--- config.mk ---
export PLATFORM = sky130hd
export DESIGN_NAME = eu_block_move_ctrl_flat
export DESIGN_NICKNAME = d
export VERILOG_FILES = /design/src/rtl/cpu_eu_pkg.sv /design/src/rtl/eu_block_move_ctrl_if.sv /design/src/rtl/eu_down_counter.sv /design/src/rtl/eu_block_move_ctrl.sv /design/src/flat_wrapper.sv
export SDC_FILE = /design/constraint.sdc
export NUM_CORES = 1
export LEC_CHECK = 0
export ABC_AREA = 1
export CAP_MARGIN = 20
export CORE_MARGIN = 2
export CORE_UTILIZATION = 39
export CTS_BUF_LIST = sky130_fd_sc_hd__clkbuf_2
export DETAILED_ROUTE_END_ITERATION = 6
export PLACE_DENSITY = 0.72
export REMOVE_ABC_BUFFERS = 1
export SYNTH_ARGS = -nofsm -noshare
export SYNTH_HDL_FRONTEND = slang
export SYNTH_SLANG_ARGS = --single-unit
--- constraint.sdc ---
create_clock -name clk -period 1.65 [get_ports clk]
set_input_delay 0.2475 -clock clk [delete_from_list [all_inputs] [get_ports clk]]
set_output_delay 0.2475 -clock clk [all_outputs]
set_load 0.1 [all_outputs]
--- src/rtl/cpu_eu_pkg.sv ---
// Shared definitions for the execution-unit block-move sequencer:
// state encoding, default data width, address-mux codes, timer sizing helper.
package cpu_eu_pkg;

    localparam int DW_DEF = 16;

    typedef logic [2:0] state_t;

    localparam state_t ST_IDLE = 3'd0;
    localparam state_t ST_LOAD = 3'd1;
    localparam state_t ST_RD   = 3'd2;
    localparam state_t ST_WR   = 3'd3;
    localparam state_t ST_DONE = 3'd4;

    localparam logic ADDR_SEL_A = 1'b0;
    localparam logic ADDR_SEL_B = 1'b1;

    // Wait timer must be able to hold WAIT_LIMIT itself; a disabled timer still needs one bit.
    function automatic int timer_width(input int unsigned limit);
        if (limit > 32'd0) begin
            return $clog2(limit + 32'd1);
        end else begin
            return 1;
        end
    endfunction

endpackage

--- src/rtl/eu_block_move_ctrl_if.sv ---
// Control-unit and memory-port bundle of the block-move sequencer.
// master = sequencer side, slave = CPU control unit / memory / pointer registers side.
interface eu_block_move_ctrl_if
    import cpu_eu_pkg::*;
#(
    parameter int DW = DW_DEF
);
    logic          start;
    logic          abort;
    logic [DW-1:0] src_addr;
    logic [DW-1:0] dst_addr;
    logic [DW-1:0] count;
    logic [DW-1:0] ptr_a_din;
    logic          ptr_a_ld;
    logic          ptr_a_inc;
    logic [DW-1:0] ptr_b_din;
    logic          ptr_b_ld;
    logic          ptr_b_inc;
    logic          addr_sel;
    logic          mem_req;
    logic          mem_we;
    logic [DW-1:0] mem_wdata;
    logic [DW-1:0] mem_rdata;
    logic          mem_ack;
    logic          busy;
    logic          done;
    logic          error;
    logic [DW-1:0] remaining;

    modport master (
        input  start, abort, src_addr, dst_addr, count, mem_rdata, mem_ack,
        output ptr_a_din, ptr_a_ld, ptr_a_inc, ptr_b_din, ptr_b_ld, ptr_b_inc,
               addr_sel, mem_req, mem_we, mem_wdata, busy, done, error, remaining
    );

    modport slave (
        output start, abort, src_addr, dst_addr, count, mem_rdata, mem_ack,
        input  ptr_a_din, ptr_a_ld, ptr_a_inc, ptr_b_din, ptr_b_ld, ptr_b_inc,
               addr_sel, mem_req, mem_we, mem_wdata, busy, done, error, remaining
    );

endinterface

--- src/rtl/eu_down_counter.sv ---
// Loadable down counter with zero flag; load wins over decrement.
// Callers gate dec with !zero so the count never wraps below 0.
module eu_down_counter #(
    parameter int W = 16
) (
    input  logic         clk,
    input  logic         reset,
    input  logic         load,
    input  logic [W-1:0] load_val,
    input  logic         dec,
    output logic [W-1:0] value,
    output logic         zero
);
    logic [W-1:0] cnt_r;

    // Count register: load has priority, then decrement, else hold.
    always_ff @(posedge clk or negedge reset) begin
        if (!reset) begin
            cnt_r <= '0;
        end else if (load) begin
            cnt_r <= load_val;
        end else if (dec) begin
            cnt_r <= cnt_r - W'(1);
        end else begin
            cnt_r <= cnt_r;
        end
    end

    assign value = cnt_r;
    assign zero  = (cnt_r == '0);

endmodule

--- src/rtl/eu_block_move_ctrl.sv ---
// Block-move sequencer: loads source/destination pointers, then alternates
// read @A / write @B per word, incrementing both pointers after each write.
module eu_block_move_ctrl
    import cpu_eu_pkg::*;
#(
    parameter int          DW         = DW_DEF,
    parameter int unsigned WAIT_LIMIT = 255
) (
    input logic                  clk,
    input logic                  reset,
    eu_block_move_ctrl_if.master bus
);
    localparam int              TW       = timer_width(WAIT_LIMIT);
    localparam logic [TW-1:0]   TMR_INIT = TW'(WAIT_LIMIT);

    state_t        state_r;
    state_t        state_s;
    logic [DW-1:0] src_r;
    logic [DW-1:0] dst_r;
    logic [DW-1:0] rdata_r;
    logic [DW-1:0] rem_val_s;
    logic          rem_zero_s;
    logic [TW-1:0] tmr_val_unused_s;
    logic          tmr_zero_s;
    logic          start_ok_s;
    logic          capture_s;
    logic          rd_ack_s;
    logic          wr_ack_s;
    logic          waiting_s;
    logic          timeout_s;
    logic          last_s;
    logic          ld_s;
    logic          inc_s;
    logic          req_s;
    logic          we_s;
    logic          addr_sel_s;
    logic          busy_s;
    logic          done_s;

    assign start_ok_s = (state_r == ST_IDLE) && bus.start;
    assign capture_s  = start_ok_s && (bus.count != '0);
    assign rd_ack_s   = (state_r == ST_RD) && bus.mem_ack;
    assign wr_ack_s   = (state_r == ST_WR) && bus.mem_ack;
    assign waiting_s  = ((state_r == ST_RD) || (state_r == ST_WR)) && !bus.mem_ack;
    // Timer is reloaded whenever not stalling, so it only expires after WAIT_LIMIT back-to-back stall cycles.
    assign timeout_s  = (WAIT_LIMIT != 32'd0) && waiting_s && tmr_zero_s;
    assign last_s     = (rem_val_s == DW'(1));

    eu_down_counter #(.W(DW)) u_remaining (
        .clk      (clk),
        .reset    (reset),
        .load     (start_ok_s),
        .load_val (bus.count),
        .dec      (wr_ack_s && !rem_zero_s),
        .value    (rem_val_s),
        .zero     (rem_zero_s)
    );

    eu_down_counter #(.W(TW)) u_wait_timer (
        .clk      (clk),
        .reset    (reset),
        .load     (!waiting_s),
        .load_val (TMR_INIT),
        .dec      (waiting_s && !tmr_zero_s),
        .value    (tmr_val_unused_s),
        .zero     (tmr_zero_s)
    );

    // State register.
    always_ff @(posedge clk or negedge reset) begin
        if (!reset) begin
            state_r <= ST_IDLE;
        end else begin
            state_r <= state_s;
        end
    end

    // Captured start addresses and the word read on the last RD beat.
    always_ff @(posedge clk or negedge reset) begin
        if (!reset) begin
            src_r   <= '0;
            dst_r   <= '0;
            rdata_r <= '0;
        end else begin
            if (capture_s) begin
                src_r <= bus.src_addr;
                dst_r <= bus.dst_addr;
            end else begin
                src_r <= src_r;
                dst_r <= dst_r;
            end
            if (rd_ack_s) begin
                rdata_r <= bus.mem_rdata;
            end else begin
                rdata_r <= rdata_r;
            end
        end
    end

    // Next-state logic; abort outranks ack and timeout, ack outranks timeout.
    always_comb begin
        state_s = state_r;
        case (state_r)
            ST_IDLE: begin
                if (bus.start) begin
                    state_s = (bus.count != '0) ? ST_LOAD : ST_DONE;
                end else begin
                    state_s = ST_IDLE;
                end
            end
            ST_LOAD: begin
                state_s = bus.abort ? ST_IDLE : ST_RD;
            end
            ST_RD: begin
                if (bus.abort || timeout_s) begin
                    state_s = ST_IDLE;
                end else if (bus.mem_ack) begin
                    state_s = ST_WR;
                end else begin
                    state_s = ST_RD;
                end
            end
            ST_WR: begin
                if (bus.abort) begin
                    state_s = ST_IDLE;
                end else if (bus.mem_ack) begin
                    state_s = last_s ? ST_DONE : ST_RD;
                end else if (timeout_s) begin
                    state_s = ST_IDLE;
                end else begin
                    state_s = ST_WR;
                end
            end
            ST_DONE: begin
                state_s = ST_IDLE;
            end
            default: begin
                state_s = ST_IDLE;
            end
        endcase
    end

    // Output decode from state and mem_ack, no extra latency.
    always_comb begin
        ld_s       = 1'b0;
        inc_s      = 1'b0;
        req_s      = 1'b0;
        we_s       = 1'b0;
        addr_sel_s = ADDR_SEL_A;
        busy_s     = 1'b0;
        done_s     = 1'b0;
        case (state_r)
            ST_LOAD: begin
                ld_s   = 1'b1;
                busy_s = 1'b1;
            end
            ST_RD: begin
                req_s  = 1'b1;
                busy_s = 1'b1;
            end
            ST_WR: begin
                req_s      = 1'b1;
                we_s       = 1'b1;
                addr_sel_s = ADDR_SEL_B;
                busy_s     = 1'b1;
                inc_s      = bus.mem_ack;
            end
            ST_DONE: begin
                done_s = 1'b1;
            end
            default: begin
                ld_s = 1'b0;
            end
        endcase
    end

    assign bus.ptr_a_din = src_r;
    assign bus.ptr_b_din = dst_r;
    assign bus.ptr_a_ld  = ld_s;
    assign bus.ptr_b_ld  = ld_s;
    assign bus.ptr_a_inc = inc_s;
    assign bus.ptr_b_inc = inc_s;
    assign bus.addr_sel  = addr_sel_s;
    assign bus.mem_req   = req_s;
    assign bus.mem_we    = we_s;
    assign bus.mem_wdata = rdata_r;
    assign bus.busy      = busy_s;
    assign bus.done      = done_s;
    assign bus.error     = timeout_s && !bus.abort;
    assign bus.remaining = rem_val_s;

endmodule
--- src/flat_wrapper.sv ---
// flat-port wrapper written by rule: the top's interface ports become plain ports
module eu_block_move_ctrl_flat import cpu_eu_pkg::*;
#(
    parameter int          DW         = DW_DEF,
    parameter int unsigned WAIT_LIMIT = 255
)
  (clk, reset, bus_start, bus_abort, bus_src_addr, bus_dst_addr, bus_count, bus_mem_rdata, bus_mem_ack, bus_ptr_a_din, bus_ptr_a_ld, bus_ptr_a_inc, bus_ptr_b_din, bus_ptr_b_ld, bus_ptr_b_inc, bus_addr_sel, bus_mem_req, bus_mem_we, bus_mem_wdata, bus_busy, bus_done, bus_error, bus_remaining);
  eu_block_move_ctrl_if #(.DW(DW)) bus_i ();
  input logic clk;
  input logic reset;
  input wire logic [$bits(bus_i.start)-1:0] bus_start;
  input wire logic [$bits(bus_i.abort)-1:0] bus_abort;
  input wire logic [$bits(bus_i.src_addr)-1:0] bus_src_addr;
  input wire logic [$bits(bus_i.dst_addr)-1:0] bus_dst_addr;
  input wire logic [$bits(bus_i.count)-1:0] bus_count;
  input wire logic [$bits(bus_i.mem_rdata)-1:0] bus_mem_rdata;
  input wire logic [$bits(bus_i.mem_ack)-1:0] bus_mem_ack;
  output wire logic [$bits(bus_i.ptr_a_din)-1:0] bus_ptr_a_din;
  output wire logic [$bits(bus_i.ptr_a_ld)-1:0] bus_ptr_a_ld;
  output wire logic [$bits(bus_i.ptr_a_inc)-1:0] bus_ptr_a_inc;
  output wire logic [$bits(bus_i.ptr_b_din)-1:0] bus_ptr_b_din;
  output wire logic [$bits(bus_i.ptr_b_ld)-1:0] bus_ptr_b_ld;
  output wire logic [$bits(bus_i.ptr_b_inc)-1:0] bus_ptr_b_inc;
  output wire logic [$bits(bus_i.addr_sel)-1:0] bus_addr_sel;
  output wire logic [$bits(bus_i.mem_req)-1:0] bus_mem_req;
  output wire logic [$bits(bus_i.mem_we)-1:0] bus_mem_we;
  output wire logic [$bits(bus_i.mem_wdata)-1:0] bus_mem_wdata;
  output wire logic [$bits(bus_i.busy)-1:0] bus_busy;
  output wire logic [$bits(bus_i.done)-1:0] bus_done;
  output wire logic [$bits(bus_i.error)-1:0] bus_error;
  output wire logic [$bits(bus_i.remaining)-1:0] bus_remaining;
  assign bus_i.start = bus_start;
  assign bus_i.abort = bus_abort;
  assign bus_i.src_addr = bus_src_addr;
  assign bus_i.dst_addr = bus_dst_addr;
  assign bus_i.count = bus_count;
  assign bus_i.mem_rdata = bus_mem_rdata;
  assign bus_i.mem_ack = bus_mem_ack;
  assign bus_ptr_a_din = bus_i.ptr_a_din;
  assign bus_ptr_a_ld = bus_i.ptr_a_ld;
  assign bus_ptr_a_inc = bus_i.ptr_a_inc;
  assign bus_ptr_b_din = bus_i.ptr_b_din;
  assign bus_ptr_b_ld = bus_i.ptr_b_ld;
  assign bus_ptr_b_inc = bus_i.ptr_b_inc;
  assign bus_addr_sel = bus_i.addr_sel;
  assign bus_mem_req = bus_i.mem_req;
  assign bus_mem_we = bus_i.mem_we;
  assign bus_mem_wdata = bus_i.mem_wdata;
  assign bus_busy = bus_i.busy;
  assign bus_done = bus_i.done;
  assign bus_error = bus_i.error;
  assign bus_remaining = bus_i.remaining;
  eu_block_move_ctrl #(.DW(DW), .WAIT_LIMIT(WAIT_LIMIT)) u_core (.clk(clk), .reset(reset), .bus(bus_i));
endmodule
After elaboration in Yosys (flattened, before gate mapping) --
Index checks and enable logic that the tools add are counted.
Word-level totals: memories 0, register bits 75, memory bits (writable) 0, bits in latches 0, memory bits (read-only) 0, word-level logic and storage cells 56, bits of input ports 69
Operators by class: equal/unequal tests 6, multiplexer cells 20, add/sub/neg operators 2, multipliers 0, div/mod/pow operators 0, reduce and logical (&&, ||, !) cells 22, $lt $le $gt $ge 0, shift operators 0, bitwise operators 0
Operator list (number):
- $mux 16 | 2
- $mux 3 | 6
- $eq 16x1->1 const B | 1
- $logic_not 16->1 | 1
- $mux 8 | 2
- $reduce_bool 16->1 | 1
- $sub 16x1->16 const B | 1
- $pmux 3 s4 | 1
- $logic_and 1x1->1 | 9
- $logic_not 8->1 | 1
- $sub 8x1->8 const B | 1
- $mux 1 | 7
- $eq 3x2->1 const B | 2
- $logic_not 1->1 | 4
- $mux 2 | 2
- $eq 3x1->1 const B | 1
- $eq 3x3->1 const B | 1
- $logic_not 3->1 | 1
- $reduce_or 3->1 | 1
- $logic_or 1x1->1 | 2
- $ne 2x2->1 const B | 1
- $reduce_bool 2->1 | 1
- $reduce_or 2->1 | 1

Longest topological paths before layout --
depth in word-level cells 8, depth in mapped cells 11, mapped depth without buffers 10

Modules after synthesis --
A second synthesis with hierarchy kept.
Second synthesis, totals: cells, all modules 481, area total of the unflattened synthesis 3937.5 um^2
Modules (own cells, without submodules):
- eu_block_move_ctrl | cells each 252, area each 2303.5 um^2, seq. area each 1276.2 um^2, times used 1
- eu_down_counter (u_core.u_remaining) | cells each 156, area each 1093.5 um^2, seq. area each 400.4 um^2, times used 1
- eu_down_counter (u_core.u_wait_timer) | cells each 73, area each 540.5 um^2, seq. area each 200.2 um^2, times used 1

Worst setup path after synthesis --
Ideal clock, no wire load.
kind register to output, start register u_core.state_r[2], end output bus_error, path slack -1343 ps, stages on the path, launching flop included 6, path buffers 0, arrival 2746 ps, cells stage by stage dfrtp_1 -> nor2_4 -> inv_2 -> nor2_2 -> nand2_1 -> nor2_1
Between the ends: cells in the longest elaborated chain, start to end 5, elaborated cells on any way between the ends 6
RTL lines:
- start, declared | line eu_block_move_ctrl.sv:16 | state_t state_r;
- start signal, assigned | line eu_block_move_ctrl.sv:74 | state_r <= state_s;
- $eq 3x2->1 | line eu_block_move_ctrl.sv:44 | assign waiting_s = ((state_r == ST_RD) || (state_r == ST_WR)) && !bus.mem_ack;
- $logic_or 1x1->1 * | line eu_block_move_ctrl.sv:44
- $logic_and 1x1->1 * | line eu_block_move_ctrl.sv:44
- $logic_and 1x1->1 * | line eu_block_move_ctrl.sv:46 | assign timeout_s = (WAIT_LIMIT != 32'd0) && waiting_s && tmr_zero_s;
- $logic_and 1x1->1 * | line eu_block_move_ctrl.sv:189 | assign bus.error = timeout_s && !bus.abort;
- end, declared | line flat_wrapper.sv:30 | output wire logic [$bits(bus_i.error)-1:0] bus_error;
Every way passes the cells marked *; elsewhere a longest branch is shown, timed or not.

Worst setup path in the final report --
start register u_core.u_wait_timer.cnt_r[1] (netlist: u_core.u_wait_timer.value[1]), end output bus_error
Between the ends: cells in the longest elaborated chain, start to end 3
RTL lines:
- start, declared | line eu_down_counter.sv:14 | logic [W-1:0] cnt_r;
- start signal, assigned | line eu_down_counter.sv:21 | cnt_r <= load_val;
- start signal, assigned | line eu_down_counter.sv:23 | cnt_r <= cnt_r - W'(1);
- start signal, assigned | line eu_down_counter.sv:25 | cnt_r <= cnt_r;
- $logic_not 8->1 | line eu_down_counter.sv:30 | assign zero = (cnt_r == '0);
- $logic_and 1x1->1 | line eu_block_move_ctrl.sv:46
- $logic_and 1x1->1 | line eu_block_move_ctrl.sv:189
Every way passes these cells.

==> summary.md <==
| Metric | Value |
|---|---|
| Initial antenna violation count | 1 |
| Die Span Y | 102.8 um |
| Vias in the first global route | 4,072 |
| Post-synthesis compound-gate area fraction | 0.03618 |
| Post-layout util | 0.7736 |
| Asr flop ratio synth | 1.000 |
| R2R depth | 10 |
| Tcrit/Tclk final | 1.321 |
| Main combinational cell family by area after synthesis | simple AND/OR/NAND/NOR gates |
| Fin crit period | 2.180 ns |
| Die width | 102.8 um |
| Placer Congestion | 0.8973 |
| Total number of vias | 4,290 |
| Multiplexer share of the synthesized area | 0 |
| Rows | 36 |
| CP Max Fanout | 2 |
| NumNets Final | 794 |
| Synth Area in XOR/XNOR | 0.009211 |
| Vias per inst | 4.994 |
| Sequential fraction of the synthesis area | 0.4934 |
| Final Worst Setup Slack | -0.5297 ns |
| Ratio of cells with drive above 1 in the final layout | 0.3862 |
| First-pass GRT wire length | 18,350 um |
| Synthesized area | 0.003804 sq mm |
| DP Wirelength | 8418 um |
| Largest cells by area after synthesis | dfrtp_1, nand2_1, nand3_1 |
| Clock sink total | 75 |
| CP Data Required Time | 1.40 ns |
| CTS max path bufs | 2 |
| Slowest cell on crit path | dfrtp_1 |
| Dpl ws | -0.02157 ns |
| Arrival @ worst endpoint | 1.93 ns |
| Detail Route Antenna Nets | 0 |
| Post-Syn Instances | 506 |
| Yosys top cell area share | 0.4934 |
| Core box area | 0.009639 sq mm |
| Main synth FF type | dfrtp_1 |
| CP peak stage delay | 0.45 ns |
| Most frequent cell after synthesis | nand2_1 |
| HP Class | input pin to async pin |
| Gr usage total | 0.2215 |
| Yosys Warn Count | 0 |
| Final-report max-slew violation count | 0 |
| IO Pins | 143 |
| Initial core utilization | 0.3946 |
| Worst-margin pin slew | 0.5086 ns |
| Failing checks | setup timing |
| Root Driver | clkbuf_2 |
| Die area | 0.01056 sq mm |
| Post-route clock skew | 0.02419 ns |
| WL/cell | 15.63 um |
| Run status | finished with violations |
| CP Capture Type | primary output |
| Final setup vio count | 49 |
| Grt total ovfl | 0 |
| Residual DRC | 0 |
| Routed wire length | 13,430 um |
| TritonCTS Buffers | 9 |
| DRT iter0 DRCs | 176 |
| Slew HR | 0.6609 |
| Top cells by count, synth | nand2_1, dfrtp_1, nand3_1 |
| EDFF count, synth | 0 |
| Avg Cell Area, Syn | 7.517 sq um |
| Largest net degree at the start of global routing | 40 |
| Final hold viol count | 0 |
| Simple logic cell fraction of the synthesized area | 0.3661 |
| CP Class | flop to primary output |
| CP cell instances | inv_2 > ha_4 > nand3_4 > nor3_4 > nand2_2 > nor2_4 > buf_12 |
| Post-synthesis sequential element count | 75 |
| Max Cap Viol | 0 |
| Synth-to-layout area growth | 96.05% |
| Area leader, netlist | dfrtp_1 |
| I/O Buffers | 142 |
| RSZ-0062 raised after global routing | yes |
| Post-Synth Adder-Cell Area | 0.01645 |
| Drt pass-1 iters | 5 |
| Yosys cell types | 31 |
| CP startpoint kind | flop |
| CTS tree | yes |
| Worst-path clk slew | 0.24 ns |
| H-tree level count | 3 |
| Clock latency at the later pin of the worst-skew pair | 0.57 ns |
| Fmax | 0.4588 GHz |
[per-stage QoR]
step	TNS, ns	area, sq um	hold WS, ns	cells
floorplan	-91.36	3670	-0.04809	485
global placement	-0.08373	6356	0.1310	803
detailed placement	-0.2666	6356	0.1330	803
CTS	-2.427	6625	0.04943	829
global route	-7.296	7457	0.04726	859
finish	-4.529	7457	0.06397	859
[final cells by class]
class                           instances  area (sq um)
Clock buffer                            9         45.04
Clock inverter                          7         58.81
Antenna cell                            1         2.502
Sequential cell                        75          1878
Timing Repair Buffer                  224          3035
Multi-Input combinational cell        366          2088
Tap cell                              133         166.4
Inverter                               44         182.7
Fill cell                             640          2182
[layout by cell type, fill, tap and decap left out, types with 2 or more instances in the layout]
cell type        instances
a21oi_1                  4
buf_12                  78
buf_4                   46
buf_6                   22
buf_8                    3
clkbuf_16                6
clkbuf_2                 9
clkdlybuf4s50_1         67
clkinv_2                 2
clkinv_4                 2
clkinvlp_4               2
dfrtp_1                 74
ha_1                     4
inv_1                   31
inv_2                    9
inv_6                    3
inv_8                    2
nand2_1                165
nand2_2                 23
nand2_4                 13
nand3_1                 31
nand3_2                 36
nand3_4                  3
nand3b_1                 2
nand4_1                  4
nor2_1                  39
nor2_2                   4
nor2_4                   6
nor3_4                   3
o211ai_1                 2
o21ai_0                  5
o21ai_1                  6
o21ai_2                  4
xnor2_1                  2
xor2_1                   2
[repair_timing]
item,in CTS,in global routing
endpoints found under the setup margin,20,57
setup buffers,9,22
resized for setup,27,136
pin swaps,3,49
endpoints found under the hold margin,75,0
hold buffers,1,0
cloned,0,12
[worst paths after layout]
path                                              start                            to  slack (ns)
setup / recovery           u_core.u_wait_timer.value[1]                     bus_error       -0.53
hold / removal                                    reset   u_core.u_remaining.value[2]        0.06
setup reg to reg                      u_core.state_r[2]       u_core.bus.ptr_b_din[5]       -0.10
hold reg to reg            u_core.u_wait_timer.value[6]  u_core.u_wait_timer.value[6]        0.56
max in group asynchronous                         reset             u_core.state_r[0]        1.02
min in group clk                       bus_mem_rdata[4]       u_core.bus.mem_wdata[4]        0.18
[per-layer routing]
layer | up-vias | global-route usage | wire length [um] | part of all wire
li1 | 2020 | - | - | -
met1 | 2083 | 0.2632 | 5220 | 0.39
met2 | 161 | 0.3922 | 7217 | 0.54
met3 | 26 | 0.04000 | 675 | 0.050
met4 | 0 | 0.09818 | 314 | 0.023
met5 | - | 0 | 0 | 0
[critical path, delay by kind of cell (launching register included)]
kind                       cells  cell delay, ns
and+or+nand+nor                4            0.54
DFF                            1            0.45
buffers and inverters          2            0.26
adders and majority gates      1            0.14
[logic make-up (layout without fill, tap and decap cells)]
logic type / count (synthesis) / count (layout)
AO/OA/AOI/OAI: 25 / 25
XOR/XNOR: 4 / 4
adder cells (fa/ha/maj): 5 / 5
buffers and inverters: 65 / 284
flip-flops: 75 / 75
other: 0 / 1
AND/OR/NAND/NOR: 332 / 332
[state kept, by name, indices dropped and copies added, names as in the netlist]
register / flops
u_core.bus.mem_wdata: 16
u_core.bus.ptr_a_din: 16
u_core.bus.ptr_b_din: 16
u_core.u_remaining.value: 16
u_core.u_wait_timer.value: 8
u_core.state_r: 3
Power is not shown: default switching activity piles up to over one toggle a cycle in this logic, so the estimate is an artifact.
